### config.mk
export PLATFORM = sky130hd
export DESIGN_NAME = trdb_resync_ctrl_flat
export DESIGN_NICKNAME = d
export VERILOG_FILES = /design/src/rtl/trdb_resync_ctrl_if.sv /design/src/rtl/trdb_resync_ctrl.sv /design/src/flat_wrapper.sv
export SDC_FILE = /design/constraint.sdc
export NUM_CORES = 1
export LEC_CHECK = 0
export CAP_MARGIN = 20
export CORE_AREA = 3 3 62 64
export CTS_CLUSTER_SIZE = 16
export DETAILED_ROUTE_END_ITERATION = 16
export DIE_AREA = 0 0 65 67
export PLACE_DENSITY_LB_ADDON = 0.25
export SETUP_SLACK_MARGIN = 0.1
export SLEW_MARGIN = 20
export SYNTH_ARGS = -nofsm -noshare
export SYNTH_HDL_FRONTEND = slang
export SYNTH_SLANG_ARGS = --single-unit
### constraint.sdc
create_clock -name clk_i -period 6.9 [get_ports clk_i]
set_clock_uncertainty 0.05 [all_clocks]
set_input_delay 1.38 -clock clk_i [delete_from_list [all_inputs] [get_ports clk_i]]
set_output_delay 1.38 -clock clk_i [all_outputs]
set_load 0.01 [all_outputs]
### src/rtl/trdb_resync_ctrl_if.sv
// Control/status bundle between the trace resync counter and its
// controller (the master drives the stimulus side and the slave is the counter).
interface trdb_resync_ctrl_if #(
   parameter int unsigned CNT_W = 16
);
   logic             trace_enabled_i;
   logic             mode_i;
   logic             packet_emitted_i;
   logic [CNT_W-1:0] threshold_i;
   logic             resync_rst_i;
   logic             resync_max_o;
   logic [CNT_W-1:0] count_o;
   logic             missed_o;

   modport master (
      output trace_enabled_i, mode_i, packet_emitted_i, threshold_i, resync_rst_i,
      input  resync_max_o, count_o, missed_o
   );

   modport slave (
      input  trace_enabled_i, mode_i, packet_emitted_i, threshold_i, resync_rst_i,
      output resync_max_o, count_o, missed_o
   );
endinterface

### src/rtl/trdb_resync_ctrl.sv
// Trace resync period counter: counts cycles or packets up to a threshold and
// holds a resync request until it is acknowledged.
//
// state | meaning
// IDLE  | tracer off, counter held at 0
// COUNT | tracer on, counting increment events toward threshold
// PEND  | threshold reached, request held, counter frozen until ack
module trdb_resync_ctrl #(
   parameter int unsigned CNT_W = 16
) (
   input  logic                   clk_i,
   input  logic                   rst_ni,
   trdb_resync_ctrl_if.slave      bus
);

   typedef enum logic [1:0] {
      IDLE  = 2'd0,
      COUNT = 2'd1,
      PEND  = 2'd2
   } state_e;

   state_e           state_q, state_d;
   logic [CNT_W-1:0] cnt_q, cnt_d;
   logic             missed_q, missed_d;
   logic             resync_max_q, resync_max_d;
   logic             inc_ev;
   logic             thr_hit;

   assign inc_ev  = bus.trace_enabled_i & (~bus.mode_i | bus.packet_emitted_i);
   // Using >= so a threshold lowered below the running count still trips on the next event.
   assign thr_hit = cnt_q >= (bus.threshold_i - CNT_W'(1));

   always_comb begin
      state_d  = state_q;
      cnt_d    = cnt_q;
      missed_d = missed_q;
      case (state_q)
         IDLE: begin
            cnt_d = '0;
            if (bus.trace_enabled_i) begin
               state_d = COUNT;
            end
         end
         COUNT: begin
            if (!bus.trace_enabled_i) begin
               state_d = IDLE;
               cnt_d   = '0;
            end else if (bus.resync_rst_i) begin
               cnt_d = '0;
            end else if ((bus.threshold_i != '0) && inc_ev) begin
               if (thr_hit) begin
                  cnt_d   = bus.threshold_i;
                  state_d = PEND;
               end else begin
                  cnt_d = cnt_q + CNT_W'(1);
               end
            end
         end
         PEND: begin
            if (bus.resync_rst_i) begin
               cnt_d    = '0;
               missed_d = 1'b0;
               state_d  = bus.trace_enabled_i ? COUNT : IDLE;
            end else if (inc_ev) begin
               missed_d = 1'b1;
            end
         end
         default: begin
            state_d  = IDLE;
            cnt_d    = '0;
            missed_d = 1'b0;
         end
      endcase
      resync_max_d = (state_d == PEND);
   end

   always_ff @(posedge clk_i or negedge rst_ni) begin
      if (!rst_ni) begin
         state_q      <= IDLE;
         cnt_q        <= '0;
         missed_q     <= 1'b0;
         resync_max_q <= 1'b0;
      end else begin
         state_q      <= state_d;
         cnt_q        <= cnt_d;
         missed_q     <= missed_d;
         resync_max_q <= resync_max_d;
      end
   end

   assign bus.resync_max_o = resync_max_q;
   assign bus.count_o      = cnt_q;
   assign bus.missed_o     = missed_q;

endmodule
### src/flat_wrapper.sv
// flat-port wrapper written by rule: the top's interface ports become plain ports
module trdb_resync_ctrl_flat 
#(
   parameter int unsigned CNT_W = 16
)
  (clk_i, rst_ni, bus_trace_enabled_i, bus_mode_i, bus_packet_emitted_i, bus_threshold_i, bus_resync_rst_i, bus_resync_max_o, bus_count_o, bus_missed_o);
  trdb_resync_ctrl_if #(.CNT_W(CNT_W)) bus_i ();
  input  logic clk_i;
  input  logic rst_ni;
  input wire logic [$bits(bus_i.trace_enabled_i)-1:0] bus_trace_enabled_i;
  input wire logic [$bits(bus_i.mode_i)-1:0] bus_mode_i;
  input wire logic [$bits(bus_i.packet_emitted_i)-1:0] bus_packet_emitted_i;
  input wire logic [$bits(bus_i.threshold_i)-1:0] bus_threshold_i;
  input wire logic [$bits(bus_i.resync_rst_i)-1:0] bus_resync_rst_i;
  output wire logic [$bits(bus_i.resync_max_o)-1:0] bus_resync_max_o;
  output wire logic [$bits(bus_i.count_o)-1:0] bus_count_o;
  output wire logic [$bits(bus_i.missed_o)-1:0] bus_missed_o;
  assign bus_i.trace_enabled_i = bus_trace_enabled_i;
  assign bus_i.mode_i = bus_mode_i;
  assign bus_i.packet_emitted_i = bus_packet_emitted_i;
  assign bus_i.threshold_i = bus_threshold_i;
  assign bus_i.resync_rst_i = bus_resync_rst_i;
  assign bus_resync_max_o = bus_i.resync_max_o;
  assign bus_count_o = bus_i.count_o;
  assign bus_missed_o = bus_i.missed_o;
  trdb_resync_ctrl #(.CNT_W(CNT_W)) u_core (.clk_i(clk_i), .rst_ni(rst_ni), .bus(bus_i));
endmodule
==> results of run 1 <==
[metrics by stage]
step                      util [%]  cells  hold slack (ps)
after detailed placement      67.6    284              433
final                         69.1    288              457
after floorplan                  -    202              479
after CTS                     69.1    288              464
after global routing          69.1    288              482
after global placement        67.6    284              429
[cell usage after synthesis (3+ instances only)]
master,number,share of area (%)
nand2_1,21,4.3
xnor2_1,12,5.7
nor3_1,5,1.4
buf_6,3,1.8
nand2b_1,4,1.4
dfrtp_1,20,27
nand3b_1,3,1.2
nand4_1,6,2.0
nor2_1,9,1.8
a21o_2,4,1.9
nor4_1,6,2.0
nand3_1,6,1.6
ha_1,18,12
inv_1,9,1.8
o21ai_0,12,3.3
a21oi_1,11,3.0
a221o_1,5,2.7
a22oi_1,6,2.5
xor2_1,8,3.8
and3_1,3,1.0
[logic make-up (layout without fill, tap and decap cells)]
| family | count (synthesis) | after routing | synth area share [%] |
|---|---|---|---|
| adder cells (fa/ha/maj) | 18 | 18 | 12.3 |
| multiplexers | 2 | 2 | 1.09 |
| AND/OR/NAND/NOR | 77 | 77 | 24.4 |
| AO/OA/AOI/OAI | 52 | 52 | 21.6 |
| flip-flops | 20 | 20 | 27.2 |
| XOR/XNOR | 20 | 20 | 9.53 |
| buffers and inverters | 13 | 53 | 3.95 |
[cell type report]
| type | count | area [um2] |
|---|---|---|
| Inverter | 9 | 33.8 |
| Clock inverter | 1 | 30.0 |
| Sequential cell | 20 | 500 |
| Timing Repair Buffer | 40 | 398 |
| Fill cell | 276 | 1030 |
| Clock buffer | 3 | 22.5 |
| Multi-Input combinational cell | 169 | 1260 |
| Tap cell | 46 | 57.6 |
[power breakdown]
group | switching, mW | total [mW] | leakage [nW] | internal [mW]
clock network | 0.0420 | 0.101 | 0.0279 | 0.0588
logic | 0.0240 | 0.0479 | 0.655 | 0.0239
registers | 0.00101 | 0.119 | 0.276 | 0.118
total | 0.0670 | 0.268 | 0.959 | 0.201
[critical path, delay by kind of cell]
kind                     cells  cell delay, ps
XOR/XNOR                     1             120
adder cells (fa/ha/maj)      2             500
AO/OA/AOI/OAI                4             970
AND/OR/NAND/NOR              6            1800
buffers and inverters        3             830
[flip-flops by register name, indices dropped and copies added (netlist names)]
| signal | count |
|---|---|
| u_core.bus.count_o | 16 |
| u_core.bus.missed_o | 1 |
| u_core.bus.resync_max_o | 1 |
| u_core.state_q | 2 |
[final timing paths]
check,slack (ps),depth (start not counted),end,start
worst max-delay path,1480,16,u_core.bus.count_o[0],bus_threshold_i[0]
worst min-delay path,460,2,u_core.bus.missed_o,u_core.bus.missed_o
worst max register to register,4030,8,u_core.bus.count_o[9],u_core.bus.count_o[0]
worst min register to register,460,2,u_core.bus.missed_o,u_core.bus.missed_o
max in group asynchronous,4710,1,u_core.bus.count_o[8],rst_ni
min in group asynchronous,1520,1,u_core.state_q[1],rst_ni
[metal layers]
| layer | vias up | global-route usage [%] |
|---|---|---|
| li1 | 836 | - |
| met1 | 792 | 30.2 |
| met2 | 57 | 34.7 |
| met3 | 7 | 2.53 |
| met4 | 0 | 6.33 |
| met5 | - | 0 |
==> metrics.txt, run 1 <==
H-Tree Depth=1; CP Capture Type=flip-flop; most frequent cells in the layout=39 x clkdlybuf4s50_1, 21 x nand2_1, 20 x dfrtp_1, 18 x ha_1; clock edge transition at the registers on the reported setup and hold paths=120 ps; wire length on met1=2020 um; Placer Congestion=around 0.83; TritonCTS clock tree=yes; Design Area, Final=2310 um2; full die area=4360 um2; initial antenna violation count=0; Post-CTS Hold Fix Bufs=0; number of synthesized flops with an enable pin=0; number of hold violations in the final report=0; kind of critical path=in -> reg; ANT nets after route=0; Port Buffers=39; mean area per synthesized cell=9.10 um2; TritonCTS Sinks=20; fin. max-slew vios=0; gr ovfl total=0; status=complete, no violations; via/cell ratio=5.88; DRC Markers=0; post-synthesis cell count=202; Syn Nets=242; wire length of the first global-routing pass=7310 um; Setup crit start kind=primary input; Initial Utilization=55.1%; max_cap viols=0; # setup viols final=0; Clock Latency Late Sink=320 ps; via count=1,692; Post-synth ARST share=100%; Seq/Total Area, Yosys=~27%; Max-slew headroom=36.5%; HP Class=reg -> reg; pin count of the biggest net entering global routing=21; Max Fclk=185 MHz; DR top layer=met4; setup slack after layout=1480 ps; total track usage=21.6%; WP data required=7090 ps; placed instance area=2250 um2; Max stage delay on crit path=just over 600 ps; metal3 WL=around 240 um; Initial DRC Count=114; Yosys reg bits=20; Root Driver=clkbuf_4; Horiz. Die Dim=approximately 65 um; Antenna Cells=0; dpl ws=1250 ps; Fin Setup TNS=0 ps; I/O pins=40; post-layout min period=approximately 5400 ps; CP cell instances=clkdlybuf4s50_1 > inv_1 > ha_1 > nor3b_4 > nor3b_1 > nand3b_1 > nor4_1 > xnor2_1 > ha_1 > nand4_1 > nor4_1 > a32oi_2 > a21oi_1 > buf_4 > a22oi_1 > o21ai_0; Yosys warning count=0; area growth from synthesis to layout=25.5%; die extent in y=about 67 um; postcts setup bufs=0; met2 WL=roughly 2100 um; routed wire length=4460 um; worst vdd ir=57.3 uV; core area=3340 um2; final net count=283; number of gates resized after cts=0; CTS max path bufs=2; critical path fanouts, max=8; CP arrival=5600 ps; mapped cell area=1840 um2; number of global-route vias before repair=1,540; 1st-pass router iterations=5; PD cells=116 nW/um2; CTS buffer count=3; PnR Total Power=about 0.27 mW; Post-DP HPWL=about 3300 um; row cnt=21; Tcrit/Tclk final=approximately 78%; prevailing post-synth register cell=dfrtp_1; commonest non-fill, non-tap cell in the layout=clkdlybuf4s50_1; RSZ-0062 raised after global routing=no; leakage=about 0.96 nW; Worst Max-Slew Pin Slew=around 950 ps; layout cell share with drive strength beyond 1=8.26%; Distinct cells, synth=45; WL/cell=roughly 16 um; CP max-delay cell=a21oi_1
Power figures use the tool's default switching activity.
==> run 2, diff against run 1 <==
Settings changed: CORE_AREA 3 3 62 64 to 3 3 65 67, DIE_AREA 0 0 65 67 to 0 0 68 70.
Clock period 6.9 ns to 5.02 ns, I/O delays scaled along.
==> metrics.txt, run 2 (synthesis results as in run 1) <==
placed instance area=approximately 2300 um2; Tcrit/Tclk final=90.3%; Fin Setup TNS=0 ps; total track usage=20.7%; wire length of the first global-routing pass=around 7800 um; WL/cell=15.4 um; Max Fclk=221 MHz; CP max-delay cell=clkdlybuf4s50_1; worst vdd ir=202 uV; commonest non-fill, non-tap cell in the layout=clkdlybuf4s50_1; Worst Min Path Start=u_core.bus.missed_o; pin count of the biggest net entering global routing=21; Port Buffers=39; setup slack after layout=between 400 and 500 ps; row cnt=22; layout cell share with drive strength beyond 1=11.6%; number of global-route vias before repair=about 1.6k; Horiz. Die Dim=68 um; Initial Utilization=49.8%; Max stage delay on crit path=440 ps; TritonCTS Sinks=20; area growth from synthesis to layout=30.2%; ANT nets after route=0; postcts setup bufs=0; dpl ws=108 ps; gr ovfl total=0; CP cell instances=clkdlybuf4s50_1 > inv_1 > ha_1 > nor3b_4 > nor3b_1 > buf_4 > nand3b_1 > nor4_1 > xnor2_1 > ha_1 > nand4_1 > nor4_1 > a32oi_2 > and3_1 > a21o_2 > a221o_1; leakage=1.01 nW; PD cells=about 170 nW/um2; CTS buffer count=3; final net count=291; clock edge transition at the registers on the reported setup and hold paths=80 ps; max_cap viols=0; Setup crit start kind=primary input; full die area=4760 um2; Initial DRC Count=128; H-Tree Depth=1; CP Launch Point=bus_threshold_i[0]; number of gates resized after cts=0; HP Class=reg -> reg; die extent in y=70 um; CP Capture Type=flip-flop; TritonCTS clock tree=yes; Placer Congestion=0.854; status=complete, no violations; core area=3690 um2; PnR Total Power=0.395 mW; routed wire length=approximately 4600 um; via/cell ratio=5.80; 1st-pass router iterations=4; max reg flops=16; Post-CTS Hold Fix Bufs=0; fin. max-slew vios=0; family with the most delay on the worst path=simple AND/OR/NAND/NOR gates; kind of critical path=in -> reg; Clock Latency Late Sink=260 ps; RSZ-0062 raised after global routing=no; most frequent cells in the layout=39 x clkdlybuf4s50_1, 21 x nand2_1, 20 x dfrtp_1, 18 x ha_1; worst path bufs/invs=3; Post-DP HPWL=3570 um; Root Driver=clkbuf_8; I/O pins=40; CP arrival=4630 ps; initial antenna violation count=0; # setup viols final=0; Worst Max-Slew Pin Slew=945 ps; DRC Markers=0; Antenna Cells=0; Max-slew headroom=36.8%; CTS max path bufs=2; via count=between 1.5k and 2k; Critical R2R Launch=u_core.bus.count_o[0]; Design Area, Final=2390 um2; number of hold violations in the final report=0; WP data required=5120 ps; post-layout min period=4530 ps; critical path fanouts, max=8
[run 2: changes by cell type in the layout (fill, tap and decap cells not counted), sizes merged]
cell	delta
buf	+8
[run 2: cell type report]
class | count | area (um2)
clock buffer | 3 | 41.3
clock inverter | 1 | 30.0
fill | 339 | 1290
inverter | 9 | 33.8
multi-input combinational | 169 | 1270
sequential | 20 | 500
tap | 48 | 60.1
timing repair buffer | 48 | 458
[run 2: path summary, 6_finish.rpt]
kind                                               to  slack [ps]  cells past startpoint
max in group asynchronous       u_core.bus.count_o[9]        3130                      1
worst min-delay path              u_core.bus.missed_o         460                      2
worst min register to register    u_core.bus.missed_o         460                      2
worst max register to register  u_core.bus.count_o[9]        2460                      9
worst max-delay path            u_core.bus.count_o[6]         490                     16
min in group asynchronous           u_core.state_q[1]        1210                      1
[run 2: worst reg2reg max path: stages, from the launching register on]
cell and delay [ps]:
dfrtp_1 450, inv_1 70, ha_1 270, nand2b_1 140
a2111o_1 420, a32oi_2 260, nand3_1 170, buf_4 200
or3_1 370, o211ai_2 80
[run 2: report_power, final]
group          switching, mW  internal (mW)
sequential           0.00144          0.162
clock                 0.0566          0.107
combinational         0.0336         0.0346
total                 0.0917          0.303
[run 2: per-layer routing]
metal	GRT usage [%]	share of wire (%)
met1	30.1	48
met2	32.0	47
met3	3.86	4.9
met4	3.31	0.41
met5	0	0
[run 2: through the flow]
| stage | cells | hold slack [ps] | utilization [%] |
|---|---|---|---|
| 2_1_floorplan | 202 | 479 | - |
| 3_3_place_gp | 294 | 444 | 62.8 |
| 3_5_place_dp | 294 | 451 | 62.8 |
| 4_1_cts | 298 | 470 | 64.8 |
| 5_1_grt | 298 | 517 | 64.9 |
| 6_report | 298 | 462 | 64.9 |
